--- config.mk ---
export PLATFORM = sky130hd
export DESIGN_NAME = operand_b_stage
export DESIGN_NICKNAME = d
export VERILOG_FILES = /design/src/rtl/operand_b_stage.sv
export SDC_FILE = /design/constraint.sdc
export NUM_CORES = 1
export LEC_CHECK = 0
export ABC_AREA = 1
export BUFFER_PORTS_ARGS = -buffer_cell sky130_fd_sc_hd__buf_4
export CORE_AREA = 2 2 103 105
export CTS_CLUSTER_DIAMETER = 60
export DETAILED_ROUTE_END_ITERATION = 12
export DIE_AREA = 0 0 105 107
export GPL_TIMING_DRIVEN = 1
export HOLD_SLACK_MARGIN = 0.15
export PLACE_DENSITY_LB_ADDON = 0.2
export REMOVE_ABC_BUFFERS = 1
export SLEW_MARGIN = 20
export SYNTH_ARGS = -nofsm -noshare
export SYNTH_HDL_FRONTEND = slang
export SYNTH_SLANG_ARGS = --single-unit
export TNS_END_PERCENT = 10
--- constraint.sdc ---
create_clock -name clk -period 1.1 [get_ports clk]
set_input_delay 0.11 -clock clk [delete_from_list [all_inputs] [get_ports clk]]
set_output_delay 0.11 -clock clk [all_outputs]
set_load 0.03 [all_outputs]
--- src/rtl/operand_b_stage.sv ---
// operand_b_stage: ID/EX pipeline register for ALU operand B with rs2 hazard forwarding.
// Define OPB_FWD_EN to enable EX/MEM and MEM/WB forwarding plus refresh of a held entry.
module operand_b_stage #(
  parameter int WIDTH = 32,
  parameter int REGA  = 5,
  parameter int CNTW  = 16
) (
  input  logic             clk,
  input  logic             rst_n,
  input  logic             flush,
  input  logic             id_valid,
  output logic             id_ready,
  input  logic [REGA-1:0]  id_rs2_addr,
  input  logic [WIDTH-1:0] id_rs2_data,
  input  logic [WIDTH-1:0] id_imm,
  input  logic             id_muxopb,
  input  logic             exmem_wr_en,
  input  logic [REGA-1:0]  exmem_rd,
  input  logic [WIDTH-1:0] exmem_data,
  input  logic             memwb_wr_en,
  input  logic [REGA-1:0]  memwb_rd,
  input  logic [WIDTH-1:0] memwb_data,
  output logic             ex_valid,
  input  logic             ex_ready,
  output logic [WIDTH-1:0] ex_ars2,
  output logic [WIDTH-1:0] ex_bimext,
  output logic             ex_muxopb,
  output logic [WIDTH-1:0] ex_opb,
  output logic [CNTW-1:0]  fwd_count
);

  logic [REGA-1:0] rs2_addr_q;
  logic            capture;
  logic            hold;
  // {hit, value} for the incoming instruction and for the held entry.
  logic [WIDTH:0]  cap_res;
  logic [WIDTH:0]  ref_res;

  assign id_ready = !ex_valid || ex_ready;
  assign capture  = id_valid && id_ready && !flush;
  assign hold     = ex_valid && !ex_ready && !flush;
  assign ex_opb   = ex_muxopb ? ex_bimext : ex_ars2;

`ifdef OPB_FWD_EN
  // EX/MEM is the younger writer, so it wins over MEM/WB; x0 never forwards.
  function automatic logic [WIDTH:0] resolve(input logic [REGA-1:0]  addr,
                                             input logic [WIDTH-1:0] raw);
    if (addr != '0 && exmem_wr_en && exmem_rd == addr) return {1'b1, exmem_data};
    if (addr != '0 && memwb_wr_en && memwb_rd == addr) return {1'b1, memwb_data};
    return {1'b0, raw};
  endfunction

  assign cap_res = resolve(id_rs2_addr, id_rs2_data);
  assign ref_res = resolve(rs2_addr_q, ex_ars2);
`else
  logic unused_fwd;

  assign cap_res    = {1'b0, id_rs2_data};
  assign ref_res    = {1'b0, ex_ars2};
  assign unused_fwd = ^{exmem_wr_en, exmem_rd, exmem_data,
                        memwb_wr_en, memwb_rd, memwb_data, rs2_addr_q};
`endif

  // NOTE: all state updates use non-blocking assignments so every register
  // samples the pre-edge values, independent of statement order.
  always_ff @(posedge clk or negedge rst_n) begin
    if (!rst_n) begin
      ex_valid   <= 1'b0;
      ex_ars2    <= '0;
      ex_bimext  <= '0;
      ex_muxopb  <= 1'b0;
      rs2_addr_q <= '0;
      fwd_count  <= '0;
    end else begin
      if (flush)                    ex_valid <= 1'b0;
      else if (capture)             ex_valid <= 1'b1;
      else if (ex_valid && ex_ready) ex_valid <= 1'b0;

      if (capture) begin
        ex_bimext  <= id_imm;
        ex_muxopb  <= id_muxopb;
        rs2_addr_q <= id_rs2_addr;
        ex_ars2    <= cap_res[WIDTH-1:0];
      end else if (hold && ref_res[WIDTH]) begin
        ex_ars2    <= ref_res[WIDTH-1:0];
      end

      if (((capture && cap_res[WIDTH]) || (hold && ref_res[WIDTH])) && fwd_count != '1)
        fwd_count <= fwd_count + CNTW'(1);
    end
  end

endmodule

* Yosys cells after proc, flatten, opt, wreduce, memory -nomap -nowiden
Cells that the tools add are included.
** Storage, ports and cells
- Bits in registers :: 66
- Bits of input ports :: 151
- Output and inout bits :: 115
- Word-level logic and storage cells :: 15
** Cells by class
- Multiplexer cells :: 4
- Reduce and logical (&&, ||, !) cells :: 7
** Operator list (number)
- two-way mux 32 bit :: 1
- logical AND 1 bit :: 3
- two-way mux 1 bit :: 3
- nonzero test 3 bit :: 1
- zero test 1 bit :: 2
- logical OR 1 bit :: 1

* Logic depth before layout (Yosys ltp)
Gate-level depths: netlist of the first run.
- Word-level depth :: 6
- Depth in mapped cells :: 7

* Least setup slack after synthesis of the first run
Ideal clock, no wire load.
- Path type :: flip-flop to output port
- Start :: register ex_muxopb
- End :: output ex_opb[12]
- Arrival time :: 1.556 ns
- Slack :: -0.566 ns
- Cell stages (with the launch flop) :: 4
- Buffers on the path :: 2
- Path through :: dfrtp_1 -> buf_2 -> clkbuf_1 -> o21ai_0
** On the way
- Cells in the longest elaborated chain, start to end :: 1
** RTL lines
- start: declaration :: RTL line 27 : output logic ex_muxopb,
- start signal: assignment :: RTL line 81 : ex_muxopb <= id_muxopb;
- two-way mux 32 bit :: RTL line 42 : assign ex_opb = ex_muxopb ? ex_bimext : ex_ars2;
- end: declaration :: RTL line 28 : output logic [WIDTH-1:0] ex_opb,
No other way between the ends.

* Worst setup path in the final report of the first run
- Start :: register ex_muxopb
- End :: output ex_opb[2]
Same word-level chain as after synthesis.

==> flow_summary.ini, run 1 <==
[floorplan]
fp.dieH_um = 107
placementRows = 37
core-area_um2 = 10100
ioPinCount = 266
dieArea_um2 = 11200
die_x_um = 105
start_util_pct = 31.9

[global_routing]
grt_max_degree = 47
grt_pass1_wl_mm = 16.2
grt_remaining_overflow = 0
grt_pass1_vias = 3261
grt.total_usage_pct = 17.8
grt_antenna_before_repair = 0

[critical_path]
worst-r2r-setup-slack_ps = 60
critical_path.top_delay_family = flip-flops
crit_path_top_delay_cell = dfrtp_2
cpMostUsedCell = buf_4
path_cells = buf_4 -> o21ai_0 -> buf_4
crit_path_start_kind = flip-flop
startpoint = ex_muxopb
path_max_fanout = 7
rr_worst_depth = 5
slowest_delay_ps = 470
crit_buf_inv = 2
crit_end = ex_opb[2]
path_class = reg2out
timing.rr.start = ex_valid
reg2reg_to = ex_ars2[10]
cp.depth = 3
crit_arrival_ps = 1340
critPathCaptureType = primary output
critPathRequiredTime_ps = 990

[timing]
finalHoldViolations = 0
timing.final.crit_share_pct = 132
setup_ws_ps = -355
finClkSkew_ps = 7.76
fmax_mhz = 687
final-setup-viol-count = 34
fin_crit_ps = 1450
rsz0062_at_grt = true
slew_violations = 0
setup_tns_ps = -10160

[run_status]
violations = negative setup slack
outcome = finished, violations left

[clock_network]
htreeDepth = 3
insertion_delay_ps = 330
cts_sinks = 66
cts-root-buf = clkbuf_8
ctsLongestPathBuffers = 2
numCtsBuffers = 9
cts_tree = done
post-cts-setup-buffers = 0
cts.clk_slew.worst_paths_ps = 70

[synthesis]
synthArstFlopShare_pct = 100
ys_types = 14
synthTopCellsByArea = dfrtp_1, nand2_1, nand3_1
yosys.area.top_type = dfrtp_1
yosysMostFrequentCell = nand2_1
synthTopCellsByCount = nand2_1, dfrtp_1, nand3_1
synth_edf_count = 0
syn_inst = 408
syn_avg_cell_area_um2 = 7.88
yosys_warnings = 0
synth_area_um2 = 3220
synth-seq-cells = 66
ys.flop_type = dfrtp_1
seq_area_frac_synth_pct = 51.3
netlist.area_leader.share_pct = 51.3

[finish]
final_area_um2 = 5660
final_net_count = 793
syn_to_final_growth_pct = 76.0
final.fill_count = 946
final_cells = 783
utilization_pct = 56.1
n_antenna_cell = 0
drive_above_1_share_pct = 34.3

[routing]
drt_pass1_iterations = 4
wl_per_cell_um = 12.9
drcViolationCount = 0
postRouteAntennaNets = 0
drt_iter0_drc = 140
avgViaCountPerCell = 4.40
wl_mm = 10.1
route.vias.total = 3443

[power_and_ir_drop]
peakVddDrop_v = 0.000774
power_switching_mw = 3.51
power_frac_comb_pct = 40.3
clkPwrFrac_pct = 27.1
p_sw_share_pct = 37.2
power_leakage_nw = 3.04
power.internal_mw = 5.93
fin_total_pwr_mw = 9.44
powerDensity_nw_per_um2 = 1670
seqPwrFrac_pct = 32.7

[worst_hold_path]
hp-class = in2async

[place]
placed_cell_area_um2 = 4590
numPortBuffers = 168
gp_congestion = 0.753
dp.cells = 699
dpl.hpwl_mm = 6.61

[flow_run]
max-cap-violations = 0
state kept, by name (all words and copies together), names as in the netlist:
signal / count
ex_ars2: 32
ex_bimext: 32
ex_muxopb: 1
ex_valid: 1
power by group through the flow:
stage	clock [mW]	combinational, mW	sequential (mW)
after detailed placement	0	3.40	3.12
final	2.56	3.80	3.08
after global routing	2.71	4.05	3.14
after global placement	0	3.37	3.11
after floorplan	0	1.15	3.83
after CTS	2.63	3.75	3.08
cells in the final DEF (no fill, tap or decap):
cell / Yosys / routed
buf_12: 0 / 6
buf_8: 0 / 1
nand2_4: 0 / 2
inv_1: 33 / 33
buf_6: 6 / 15
clkinvlp_4: 0 / 1
nand3_1: 65 / 65
clkbuf_8: 0 / 11
bufinv_16: 0 / 3
conb_1: 1 / 16
a21oi_1: 1 / 1
dfrtp_1: 66 / 65
dfrtp_2: 0 / 1
dlygate4sd3_1: 0 / 68
o21ai_1: 0 / 15
o21ai_0: 32 / 2
buf_4: 26 / 162
nand2_1: 163 / 159
inv_2: 1 / 1
o21ai_2: 0 / 15
nor2_4: 0 / 1
nand2_2: 1 / 3
clkbuf_1: 3 / 1
metal layers:
layer,vias up,wire (µm),track usage [%]
met4,0,119,5.43
li1,1705,-,-
met5,-,0,0
met1,1602,4380,22.9
met2,124,5030,30.4
met3,12,594,3.22
worst min-delay path by stage:
stage                     start             to  cells past startpoint
after floorplan           rst_n     ex_ars2[0]                      0
after global placement    rst_n    ex_ars2[13]                      1
after detailed placement  rst_n    ex_ars2[13]                      1
after CTS                 rst_n  ex_bimext[29]                      2
after global routing      rst_n  ex_bimext[18]                      2
final                     rst_n    ex_ars2[13]                      2
stage by stage:
stage | hold slack [ps] | setup slack, ps
final | 218 | -355
after global routing | 245 | -414
after CTS | 210 | -375
after detailed placement | 34.4 | -41.6
after global placement | 29.3 | -10.9
after floorplan | -186 | -1980
cells by family after synthesis:
kind of cell / Yosys count / synth area share (%)
buffers and inverters: 78 / 13.9
and+or+nand+nor: 230 / 29.5
AOI/OAI and AO/OA: 33 / 5.13
other: 1 / 0.117
DFF: 66 / 51.3
cell type report:
type | count | area (µm²) | share of cell area, %
timing repair buffer | 252 | 2200 | 38.9
sequential | 66 | 1650 | 29.2
multi-input combinational | 279 | 1260 | 22.2
tap | 136 | 170 | 3.01
clock buffer | 12 | 155 | 2.74
inverter | 34 | 128 | 2.25
clock inverter | 4 | 97.6 | 1.72
timing repair:
item / 4_1_cts / 5_1_grt
endpoints found under the setup margin: 34 / 85
hold buffers: 68 / 0
pin swaps: 4 / 2
gates resized for setup: 47 / 20
endpoints found under the hold margin: 132 / 0
Note: power is estimated with default switching activity, not from simulation.
==> run 2: changes to the inputs <==
--- a/config.mk
+++ b/config.mk
@@ -7,10 +7,12 @@
 export LEC_CHECK = 0
 export ABC_AREA = 1
 export BUFFER_PORTS_ARGS = -buffer_cell sky130_fd_sc_hd__buf_4
-export CORE_AREA = 2 2 103 105
+export CELL_PAD_IN_SITES_DETAIL_PLACEMENT = 0
+export CELL_PAD_IN_SITES_GLOBAL_PLACEMENT = 2
+export CORE_MARGIN = 2
+export CORE_UTILIZATION = 19
 export CTS_CLUSTER_DIAMETER = 60
 export DETAILED_ROUTE_END_ITERATION = 12
-export DIE_AREA = 0 0 105 107
 export GPL_TIMING_DRIVEN = 1
 export HOLD_SLACK_MARGIN = 0.15
 export PLACE_DENSITY_LB_ADDON = 0.2
==> run 2 against run 1 <==
Compared with the run above:
- the run still ends with negative setup slack left
- routed wire length is 4.5% higher
- die area is 60% higher
- clock power is 3% lower
- core utilization is 22 points lower
- final cell count is 10% higher
- critical path type unchanged
- largest power group unchanged
==> flow_summary.ini, run 2 (synthesis gave the netlist of run 1 again) <==
[run_status]
outcome = finished, violations left
violations = negative setup slack

[finish]
mostFrequentLayoutCells = buf_4, nand2_1, dlygate4sd3_1, nand3_1, dfrtp_1
multi_input_area_um2 = 1200
top_regs = ex_ars2 x32, ex_bimext x32
drive_above_1_share_pct = 30.6
seq_area_um2 = 1650
n_antenna_cell = 0
final_area_um2 = 5630
final_cells = 861
final.fill_count = 1806
final_common_cell = buf_4
final_net_count = 789
syn_to_final_growth_pct = 75.1

[global_routing]
grt_pass1_vias = 3313
grt.total_usage_pct = 12.0
grt.busiest_layer = met2
grt_use_met2_pct = 19.2
grt_antenna_before_repair = 0
use_met1_pct = 15.5
grtUsageMet3_pct = 2.80
grt_max_degree = 67
grt_remaining_overflow = 0
grt_pass1_wl_mm = 16.9

[routing]
wl_per_cell_um = 12.3
avgViaCountPerCell = 3.86
drt_pass1_iterations = 4
wl_mm = 10.6
drcViolationCount = 0
route.vias.total = 3327
postRouteAntennaNets = 0
drt_iter0_drc = 133

[flow_run]
max-cap-violations = 0

[timing]
fmax_mhz = 704
final-setup-viol-count = 34
slew_violations = 0
timing.final.crit_share_pct = 129
fin_crit_ps = 1420
finalHoldViolations = 0
setup_ws_ps = -321
rsz0062_at_grt = true
finClkSkew_ps = 5.72

[place]
dp.cells = 779
placed_cell_area_um2 = 4650
numPortBuffers = 168
gp_congestion = 0.691
dp_slack_ps = -85.2
dpl.hpwl_mm = 7.35

[floorplan]
placementRows = 47
dieArea_um2 = 18000
die_x_um = 134
core-area_um2 = 16600
fp.dieH_um = 134
ioPinCount = 266
start_util_pct = 19.4

[critical_path]
critPathCaptureType = primary output
crit_arrival_ps = 1310
path_class = reg2out
path_max_fanout = 15
path_cells = buf_6 -> o21ai_0 -> buf_4
crit_path_top_delay_cell = dfrtp_2
slowest_delay_ps = 460
critPathRequiredTime_ps = 990
crit_path_start_kind = flip-flop

[clock_network]
htreeDepth = 3
post-cts-setup-buffers = 0
insertion_delay_ps = 330
cts.clk_slew.worst_paths_ps = 50
ctsLongestPathBuffers = 2
cts_tree = done
cts-root-buf = clkbuf_16
numCtsBuffers = 9
cts_sinks = 66

[power_and_ir_drop]
powerDensity_nw_per_um2 = 1630
power_leakage_nw = 2.99
peakVddDrop_v = 0.000633
fin_total_pwr_mw = 9.20

[worst_hold_path]
hp-class = in2reg
[run 2: changes by cell type in the layout (fill, tap and decap cells not counted), sizes merged]
cell | before | now
buf | 184 | 180
bufinv | 3 | 0
clkinvlp | 1 | 0
clkbuf | 12 | 13
clkinv | 0 | 1
[run 2: layout make-up]
| cell class | instances | area share [%] |
|---|---|---|
| clock buffers | 13 | 4.26 |
| repair buffers | 248 | 37.9 |
| multi-input cells | 279 | 21.2 |
| well taps | 220 | 4.89 |
| clock inverters | 1 | 0.0888 |
| flip-flops and latches | 66 | 29.3 |
| inverters | 34 | 2.27 |
[run 2: critical path: cells and delay by family (launching register included)]
family / cells / cell delay, ps
AO/OA/AOI/OAI: 1 / 160
buffers and inverters: 2 / 360
flip-flops: 1 / 460
[run 2: per-stage QoR]
stage	hold slack, ps	util, %	TNS (ps)
finish	260	34.0	-9750
detailed placement	151	28.1	-686
global placement	155	28.1	-215
global route	274	34.0	-12750
floorplan	-186	-	-161060
CTS	251	33.9	-11860
[run 2: worst paths after layout]
check	startpoint	to	slack (ps)	depth (start not counted)
min reg2reg	ex_ars2[19]	ex_ars2[19]	500	2
max reg2reg	ex_valid	ex_bimext[24]	60	5
min in group asynchronous	rst_n	ex_bimext[9]	310	3
max in group asynchronous	rst_n	ex_muxopb	430	3
max	ex_muxopb	ex_opb[6]	-320	3
min	flush	ex_ars2[4]	260	6
[run 2: per-layer routing]
metal  wire length, µm  share of wire (%)  vias up
li1                  -                  -     1702
met1              4870                 46     1497
met2              4830                 46      117
met3               698                6.6       11
met4               180                1.7        0
met5                 0                  0        -
[run 2: report_power, final]
part | total [mW] | internal, mW | switching, mW
combinational | 3.61 | 1.42 | 2.19
clock | 2.49 | 1.50 | 0.989
sequential | 3.11 | 2.79 | 0.320
total | 9.20 | 5.71 | 3.50
[run 2: timing repair]
action                                  in CTS  in global routing
hold buffers                                68                  0
hold endpoints to repair                   132                  0
pin swaps                                    1                  0
endpoints found under the setup margin      60                 81
gates resized for setup                     23                 21
